File: src/rtl/fdtd_sweep_engine.sv
// One-timestep 1D FDTD sweep. Streams Vn and Vn-1 from their memories and returns
// the saturated Vn+1 for each node, framed for the boundary PE.
module fdtd_sweep_engine #(
  parameter int NODES = 110,
  parameter int DW    = 27,
  parameter int AW    = 7,
  parameter int FRAC  = 26
) (
  input  logic          clk,
  input  logic          rst,
  input  logic          start,
  input  logic [DW-1:0] rho,
  input  logic [DW-1:0] out_n,
  output logic [AW-1:0] n_addr,
  output logic [AW-1:0] vnm1_addr,
  input  logic [DW-1:0] vnm1_q,
  output logic [DW-1:0] Vn1,
  output logic [AW-1:0] Vn1_addr,
  output logic          starting_write,
  output logic          finishing_fdtd,
  output logic          computing_on,
  output logic [1:0]    o_dbg_state
);
  // Handshake: start is a single-cycle request, accepted only in IDLE; no ready is
  // returned and starts seen outside IDLE are dropped. starting_write is a valid
  // strobe with no back-pressure: Vn1/Vn1_addr must be consumed in that cycle.

  localparam logic [1:0] S_IDLE  = 2'd0;
  localparam logic [1:0] S_RUN   = 2'd1;
  localparam logic [1:0] S_DRAIN = 2'd2;
  localparam logic [1:0] S_DONE  = 2'd3;

  localparam int CW = $clog2(NODES + 6);
  localparam int LW = DW + 2;
  localparam int PW = DW + LW;
  localparam int SW = DW + 5;

  localparam logic [CW-1:0] C_FIRST_IN   = CW'(2);
  localparam logic [CW-1:0] C_LAST_IN    = CW'(NODES + 1);
  localparam logic [CW-1:0] C_FIRST_CALC = CW'(3);
  localparam logic [CW-1:0] C_LAST_CALC  = CW'(NODES + 2);
  localparam logic [CW-1:0] C_RUN_END    = CW'(NODES);
  localparam logic [CW-1:0] C_DRAIN_END  = CW'(NODES + 3);

  logic [1:0]           r_state;
  logic [CW-1:0]        r_cyc;
  logic signed [DW-1:0] r_rho;
  logic signed [DW-1:0] r_l;
  logic signed [DW-1:0] r_c;
  logic [AW-1:0]        r_n_addr;
  logic [AW-1:0]        r_vnm1_addr;
  logic [DW-1:0]        r_vn1;
  logic [AW-1:0]        r_vn1_addr;
  logic                 r_sw;
  logic                 r_ff;

  logic                 w_active;
  logic                 w_shift_en;
  logic                 w_calc_en;
  logic signed [DW-1:0] w_r;
  logic signed [LW-1:0] w_l_x;
  logic signed [LW-1:0] w_r_x;
  logic signed [LW-1:0] w_c2_x;
  logic signed [LW-1:0] w_lap;
  logic signed [PW-1:0] w_rho_p;
  logic signed [PW-1:0] w_lap_p;
  logic signed [PW-1:0] w_prod;
  logic signed [PW-1:0] w_prod_sh;
  logic signed [SW-1:0] w_scaled;
  logic signed [SW-1:0] w_sum;
  logic                 w_ovf;
  logic [DW-1:0]        w_sat;

  assign w_active   = (r_state != S_IDLE);
  assign w_shift_en = w_active && (r_cyc >= C_FIRST_IN) && (r_cyc <= C_LAST_IN);
  assign w_calc_en  = w_active && (r_cyc >= C_FIRST_CALC) && (r_cyc <= C_LAST_CALC);

  // The last node has no right neighbour; the memory data in that slot is stale.
  assign w_r = (r_cyc == C_LAST_CALC) ? '0 : $signed(out_n);

  assign w_l_x  = {{2{r_l[DW-1]}}, r_l};
  assign w_r_x  = {{2{w_r[DW-1]}}, w_r};
  assign w_c2_x = {r_c[DW-1], r_c, 1'b0};
  assign w_lap  = w_l_x + w_r_x - w_c2_x;

  assign w_rho_p   = {{LW{r_rho[DW-1]}}, r_rho};
  assign w_lap_p   = {{DW{w_lap[LW-1]}}, w_lap};
  assign w_prod    = w_rho_p * w_lap_p;
  assign w_prod_sh = w_prod >>> FRAC;
  assign w_scaled  = w_prod_sh[SW-1:0];

  assign w_sum = {{(SW-DW-1){r_c[DW-1]}}, r_c, 1'b0}
               - {{(SW-DW){vnm1_q[DW-1]}}, vnm1_q}
               + w_scaled;

  // Any disagreement among the bits above the result's sign bit means out of range.
  assign w_ovf = !((&w_sum[SW-1:DW-1]) || (~|w_sum[SW-1:DW-1]));
  assign w_sat = w_ovf ? (w_sum[SW-1] ? {1'b1, {(DW-1){1'b0}}} : {1'b0, {(DW-1){1'b1}}})
                       : w_sum[DW-1:0];

  always_ff @(posedge clk) begin
    if (rst) begin
      r_state     <= S_IDLE;
      r_cyc       <= '0;
      r_rho       <= '0;
      r_l         <= '0;
      r_c         <= '0;
      r_n_addr    <= '0;
      r_vnm1_addr <= '0;
      r_vn1       <= '0;
      r_vn1_addr  <= '0;
      r_sw        <= 1'b0;
      r_ff        <= 1'b0;
    end else begin
      r_sw <= w_calc_en;
      r_ff <= 1'b0;
      if (w_calc_en) begin
        r_vn1      <= w_sat;
        r_vn1_addr <= AW'(r_cyc - C_FIRST_CALC);
      end
      if (w_shift_en) begin
        r_l <= r_c;
        r_c <= out_n;
      end
      case (r_state)
        S_IDLE: begin
          if (start) begin
            r_state     <= S_RUN;
            r_cyc       <= CW'(1);
            r_rho       <= rho;
            r_l         <= '0;
            r_c         <= '0;
            r_n_addr    <= AW'(2);
            r_vnm1_addr <= '0;
          end
        end
        S_RUN: begin
          r_cyc       <= r_cyc + CW'(1);
          r_vnm1_addr <= r_n_addr - AW'(2);
          if (r_cyc == C_RUN_END) begin
            r_state <= S_DRAIN;
          end else begin
            r_n_addr <= r_n_addr + AW'(1);
          end
        end
        S_DRAIN: begin
          r_cyc <= r_cyc + CW'(1);
          if (r_cyc == C_DRAIN_END) begin
            r_state <= S_DONE;
            r_ff    <= 1'b1;
          end
        end
        default: begin
          r_state     <= S_IDLE;
          r_cyc       <= '0;
          r_n_addr    <= '0;
          r_vnm1_addr <= '0;
        end
      endcase
    end
  end

  assign n_addr         = r_n_addr;
  assign vnm1_addr      = r_vnm1_addr;
  assign Vn1            = r_vn1;
  assign Vn1_addr       = r_vn1_addr;
  assign starting_write = r_sw;
  assign finishing_fdtd = r_ff;
  assign computing_on   = w_active || start;
  assign o_dbg_state    = r_state;

endmodule

File: config.mk
export PLATFORM = sky130hd
export DESIGN_NAME = fdtd_sweep_engine
export DESIGN_NICKNAME = d
export VERILOG_FILES = /design/src/rtl/fdtd_sweep_engine.sv
export SDC_FILE = /design/constraint.sdc
export NUM_CORES = 2
export LEC_CHECK = 0
export BUFFER_PORTS_ARGS = -buffer_cell sky130_fd_sc_hd__clkbuf_2
export CORE_MARGIN = 2
export CORE_UTILIZATION = 60
export CTS_CLUSTER_DIAMETER = 80
export CTS_CLUSTER_SIZE = 8
export DETAILED_ROUTE_END_ITERATION = 7
export GPL_ROUTABILITY_DRIVEN = 0
export PLACE_DENSITY = 0.78
export SLEW_MARGIN = 5
export SYNTH_ARGS = -nofsm -noshare
export SYNTH_HDL_FRONTEND = slang
export SYNTH_SLANG_ARGS = --single-unit
File: constraint.sdc
create_clock -name clk -period 16.5 [get_ports clk]
set_input_delay 3.3 -clock clk [delete_from_list [all_inputs] [get_ports clk]]
set_output_delay 3.3 -clock clk [all_outputs]
set_load 0.02 [all_outputs]
======== Yosys cells after proc, flatten, opt, wreduce, memory -nomap -nowiden ========
Index checks and enable logic that the tools add are counted.
word-level totals
  bits in registers ....................... 140
  output and inout bits ................... 53
  logic and storage cells ................. 72
  input port bits ......................... 84
cells by class
  reductions and logical operators ........ 17
  bitwise operators ....................... 1
  multiply operators ...................... 1
  equal/unequal tests ..................... 9
  magnitude comparators ................... 4
  mux-type cells .......................... 21
  add/sub/neg operators ................... 8
operator list
  operator             number
  $mux 27              9
  $mul 27x29->56       1
  $pmux 7 s3           2
  $add 29x30->31       1
  $sub 28x27->29       1
  $sub 28x28->29       1
  $add 27x27->28       1
  $mux 7               4
  $eq 7x7->1 const B   3
  $add 7x1->7 const B  2
  $ge 7x2->1 const B   2
  $le 7x7->1 const B   2
  $pmux 7 s2           1
  $sub 7x2->7 const B  2
  $ne 2x2->1 const B   4
  $mux 2               3
  $pmux 2 s3           1
  $reduce_and 3->1     2
  $reduce_and 6->1     1
  $reduce_or 6->1      1
  $logic_and 1x1->1    4
  $reduce_and 2->1     2
  $reduce_or 2->1      2
  $eq 2x1->1 const B   1
  7 further kinds      8

======== Longest topological paths before layout ========
  depth in word-level cells ............... 10
  mapped depth ............................ 58
  gate-level depth less buffers ........... 52

======== Worst setup path before layout ========
Ideal clock, no wire load.
  kind .................................... input -> register
  start ................................... in out_n[2]
  end ..................................... reg r_vn1[9] (netlist: Vn1[9])
  required time ........................... 16421 ps
  arrival ................................. 15183 ps
  cell stages on the path ................. 49
  library setup time ...................... 79 ps
  path slack .............................. 1238 ps
  buffers on the path ..................... 2
  cell sequence ........................... nand2_1 fa_1 inv_1 ha_1 nor2b_1 o31ai_1 a211oi_1 o2bb2ai_1 a41o_1 a41oi_1 a21oi_1 xnor2_2 clkbuf_1 nand2_1 fa_1 fa_1 inv_1 fa_1 [... 13 more ...] nor3b_1 a21oi_1 o31ai_1 o21a_1 or2_2 fa_1 inv_1 ha_1 nand2_1 o21ai_1 nor2_1 and4_4 nor4b_4 and3b_1 a221oi_4 buf_6 o21bai_1 a211oi_2
between the ends
  cells in the longest elaborated chain, start to end .. 9
  elaborated cells between the ends (all ways) .. 11
  those cells by class .................... add/sub: 3; mul: 1; mux: 3; reduce/logical: 4
RTL lines
  item                    RTL line  text
  start: declaration      13        input logic [DW-1:0] out_n,
  $mux 27 *               79        assign w_r = (r_cyc == C_LAST_CALC) ? '0 : $signed(out_n);
  $add 27x27->28 *        84        assign w_lap = w_l_x + w_r_x - w_c2_x;
  $sub 28x28->29 *        84
  $mul 27x29->56 *        88        assign w_prod = w_rho_p * w_lap_p;
  $add 29x30->31 *        94        + w_scaled;
  $reduce_or 6->1         97        assign w_ovf = !((&w_sum[SW-1:DW-1]) || (~|w_sum[SW-1:DW-1]));
  $logic_not 1->1         97
  $logic_or 1x1->1        97
  $mux 27 *               98        assign w_sat = w_ovf ? (w_sum[SW-1] ? {1'b1, {(DW-1){1'b0}}} : {1'b0, {(DW-1){1'b1}}})
  end signal: assignment  118       r_vn1 <= w_sat;
  end: declaration        52        logic [DW-1:0] r_vn1;
Mark *: on every way between the ends. The rest lies on a longest branch, timed or not.
A chain may end at the register's enable or synchronous reset.

======== Worst setup path in the final report ========
Same ends and word-level chain as after synthesis.

==> reports/metrics.cfg <==
[synth]
synth_area_per_cell_um2 = 8.82
synth_top_flop_cell = dfxtp_1
synth-simple-area-share = 0.176
ys_seq_area_frac = 0.0740
synth_top_area_frac = 0.458
synth_top_family_by_area = adder cells
synth_edf_count = 0
synth_compound_area_frac = 0.0650
synth_top_cell_by_area = fa_1
ys_async_sr_fraction = 0
synth_seq_cells = 140
synth_adder_area_share = 0.532
synth_cell_types = 73
synth_area_mm2 = 0.0379
synth_warnings = 0
synth-xor-area-share = 0.0238
synthMuxAreaShare = 0.00892
syn_nets = 5472
yosys-top-cells-area = fa_1, inv_1, ha_1
syn-instance-count = 4296

[flow_run]
drv_cap = 0

[clocking]
cts_hold_buffers = 0
clk_latency_ps = 450
clock_path_buffers = 2
numCtsBuffers = 17
clock-sinks = 140
tritoncts = yes
ctsRootBufferMaster = clkbuf_16
cts_max_level = 4
path_clk_slew_ps = 70

[global_route]
antenna_found_initial = 5
grt_usage = 0.315
grt.overflow.total = 0
grt_max_degree = 68
grt_pass1_wl_um = 159000
grt_pass1_vias = 30600

[setup_path]
worst_r2r_path_depth = 50
r2r_slack_ps = 2250
slowest_delay_ps = 590
arrival_ps = 16220
rr_startpoint = r_cyc[4]
crit_end = Vn1[9]
cp_max_fo = 20
cp-end-kind = flop
cp_slowest_cell = a31o_2
startpoint = out_n[2]
crit_type = input pin to flop
worstPathRequired_ps = 16800
startpoint_type = input pin
crit_top_cell = fa_1
worstReg2RegEnd = Vn1[9]

[timing]
hold_viol_final = 0
fin_crit_sh = 0.965
slew-limit-headroom = 0.115
finalCriticalPeriod_ps = 15920
rsz0062_at_grt = false
fmax_mhz = 62.8
setup_viol = 0
clock_skew_ps = 19.2
worst_pin_slew_ps = 1330
drv_slew = 0

[final_layout]
instances_no_fill = 5184
layout-drive-gt1-share = 0.0764
n_fill_cell = 5139
nets = 5497
area_delta_synth_final_pct = 6.53

[detailed_routing]
drc = 0
first_iter_violations = 2248
totalWireLength_um = 96800
vias = 28900
post_drt_wl_per_cell_um = 18.7
first_pass_iters = 6
vias_per_cell = 5.58
ant_nets = 0

[floorplan]
ioPinCount = 137
die_w_um = 255
rows = 92
start_util = 0.604
die_area_mm2 = 0.0652
coreArea_mm2 = 0.0627
chipHeight_um = 255

[outcome]
outcome = finished, final reports clean

[placed_design]
placed_cells = 5146
port_buffers = 136
post-dp-hpwl_um = 77900

[worst_hold_path]
worstHoldPathType = flop to flop

## cell usage after synthesis, types with 29 or more instances
| cell type | instances |
|---|---|
| a211oi_1 | 29 |
| a21o_1 | 41 |
| a21oi_1 | 186 |
| and2_1 | 381 |
| and3_1 | 43 |
| clkbuf_1 | 191 |
| dfxtp_1 | 140 |
| fa_1 | 867 |
| ha_1 | 225 |
| inv_1 | 996 |
| nand2_1 | 537 |
| nand2b_1 | 64 |
| nand3_1 | 50 |
| nor2_1 | 125 |
| nor2b_1 | 45 |
| nor3_1 | 42 |
| o21ai_0 | 42 |
| xnor2_1 | 64 |
| xor2_1 | 37 |
## worst max-delay path: cells and delay by family
| kind | cells | cell delay (ps) |
|---|---|---|
| XOR/XNOR | 1 | 150 |
| AO/OA/AOI/OAI | 13 | 3940 |
| adder cells (fa/ha/maj) | 12 | 5490 |
| buffers and inverters | 8 | 540 |
| AND/OR/NAND/NOR | 12 | 2770 |
## how the worst min path moves through the flow
stage / startpoint / to / cells past startpoint
2_1_floorplan: r_l[10] / r_l[10] / 2
3_3_place_gp: r_rho[16] / r_rho[16] / 2
3_5_place_dp: vnm1_addr[0] / vnm1_addr[0] / 2
4_1_cts: vnm1_addr[0] / vnm1_addr[0] / 2
5_1_grt: r_rho[3] / r_rho[3] / 2
6_report: r_rho[16] / r_rho[16] / 2
## per-stage QoR
step                      instance area, um^2  worst slack (ps)  TNS [ps]   util  hold WS (ps)
after global routing                    40400              10.3         0  0.643           475
final                                   40400               580         0  0.643           455
after global placement                  39700               132         0  0.632           440
after detailed placement                39700             -78.4     -1040  0.632           446
after floorplan                         37900              1240         0      -           436
after CTS                               40300               311         0  0.642           455
## registers in the layout, summed over array words and instances, names as in the netlist
name            flops
Vn1                27
Vn1_addr            7
finishing_fdtd      1
n_addr              7
o_dbg_state         2
r_c                27
r_cyc               7
r_l                27
r_rho              27
starting_write      1
vnm1_addr           7
## area by class of cell
cell class | count | area [um^2] | area share
well taps | 846 | 1060 | 0.0262
inverters | 996 | 3740 | 0.0926
repair buffers | 212 | 1260 | 0.0313
flip-flops and latches | 140 | 2810 | 0.0697
clock inverters | 14 | 175 | 0.00434
diodes | 4 | 10.0 | 0.000248
multi-input cells | 2954 | 30900 | 0.765
clock buffers | 18 | 439 | 0.0109
## layout by cell type (no fill, tap or decap), types with 7 or more instances in the layout
master     count
xnor2_1       49
or3_1         10
and2_1       381
mux2i_1       18
or2_2          7
fa_1         867
xnor2_2       10
ha_1         225
a211oi_1      28
a31o_2         8
a21oi_1      181
dfxtp_2        8
clkbuf_16     17
nor2_1       125
and3_1        43
mux2_2        14
buf_4         75
o21bai_1      14
o21ai_0       42
inv_1        996
nand2_1      537
nor2b_1       45
dfxtp_1      132
o21a_1         9
clkbuf_2     136
nand4_1       13
nand3_1       50
xor2_1        32
nand2b_1      63
nor3_1        41
a21o_1        41
## layer usage
layer,vias up,global-route usage,part of all wire
met1,14600,0.405,0.38
met3,301,0.0578,0.084
met4,4,0.128,0.045
li1,12800,-,-
met2,1290,0.529,0.49
met5,-,0,0.00035
## repair_timing
action,CTS,global route
resized for setup,0,11
buffers inserted,0,2
endpoints found under the setup margin,0,26
## cells by family after synthesis
| logic type | count (synthesis) |
|---|---|
| fa+ha+maj | 1092 |
| simple gates | 1340 |
| compound gates | 388 |
| flops | 140 |
| xor+xnor | 102 |
| buf+inv | 1202 |
| mux | 32 |
Power is left out: the tool's default activity adds up to more than one toggle a clock period on the data nets, which glitch-free logic cannot reach.
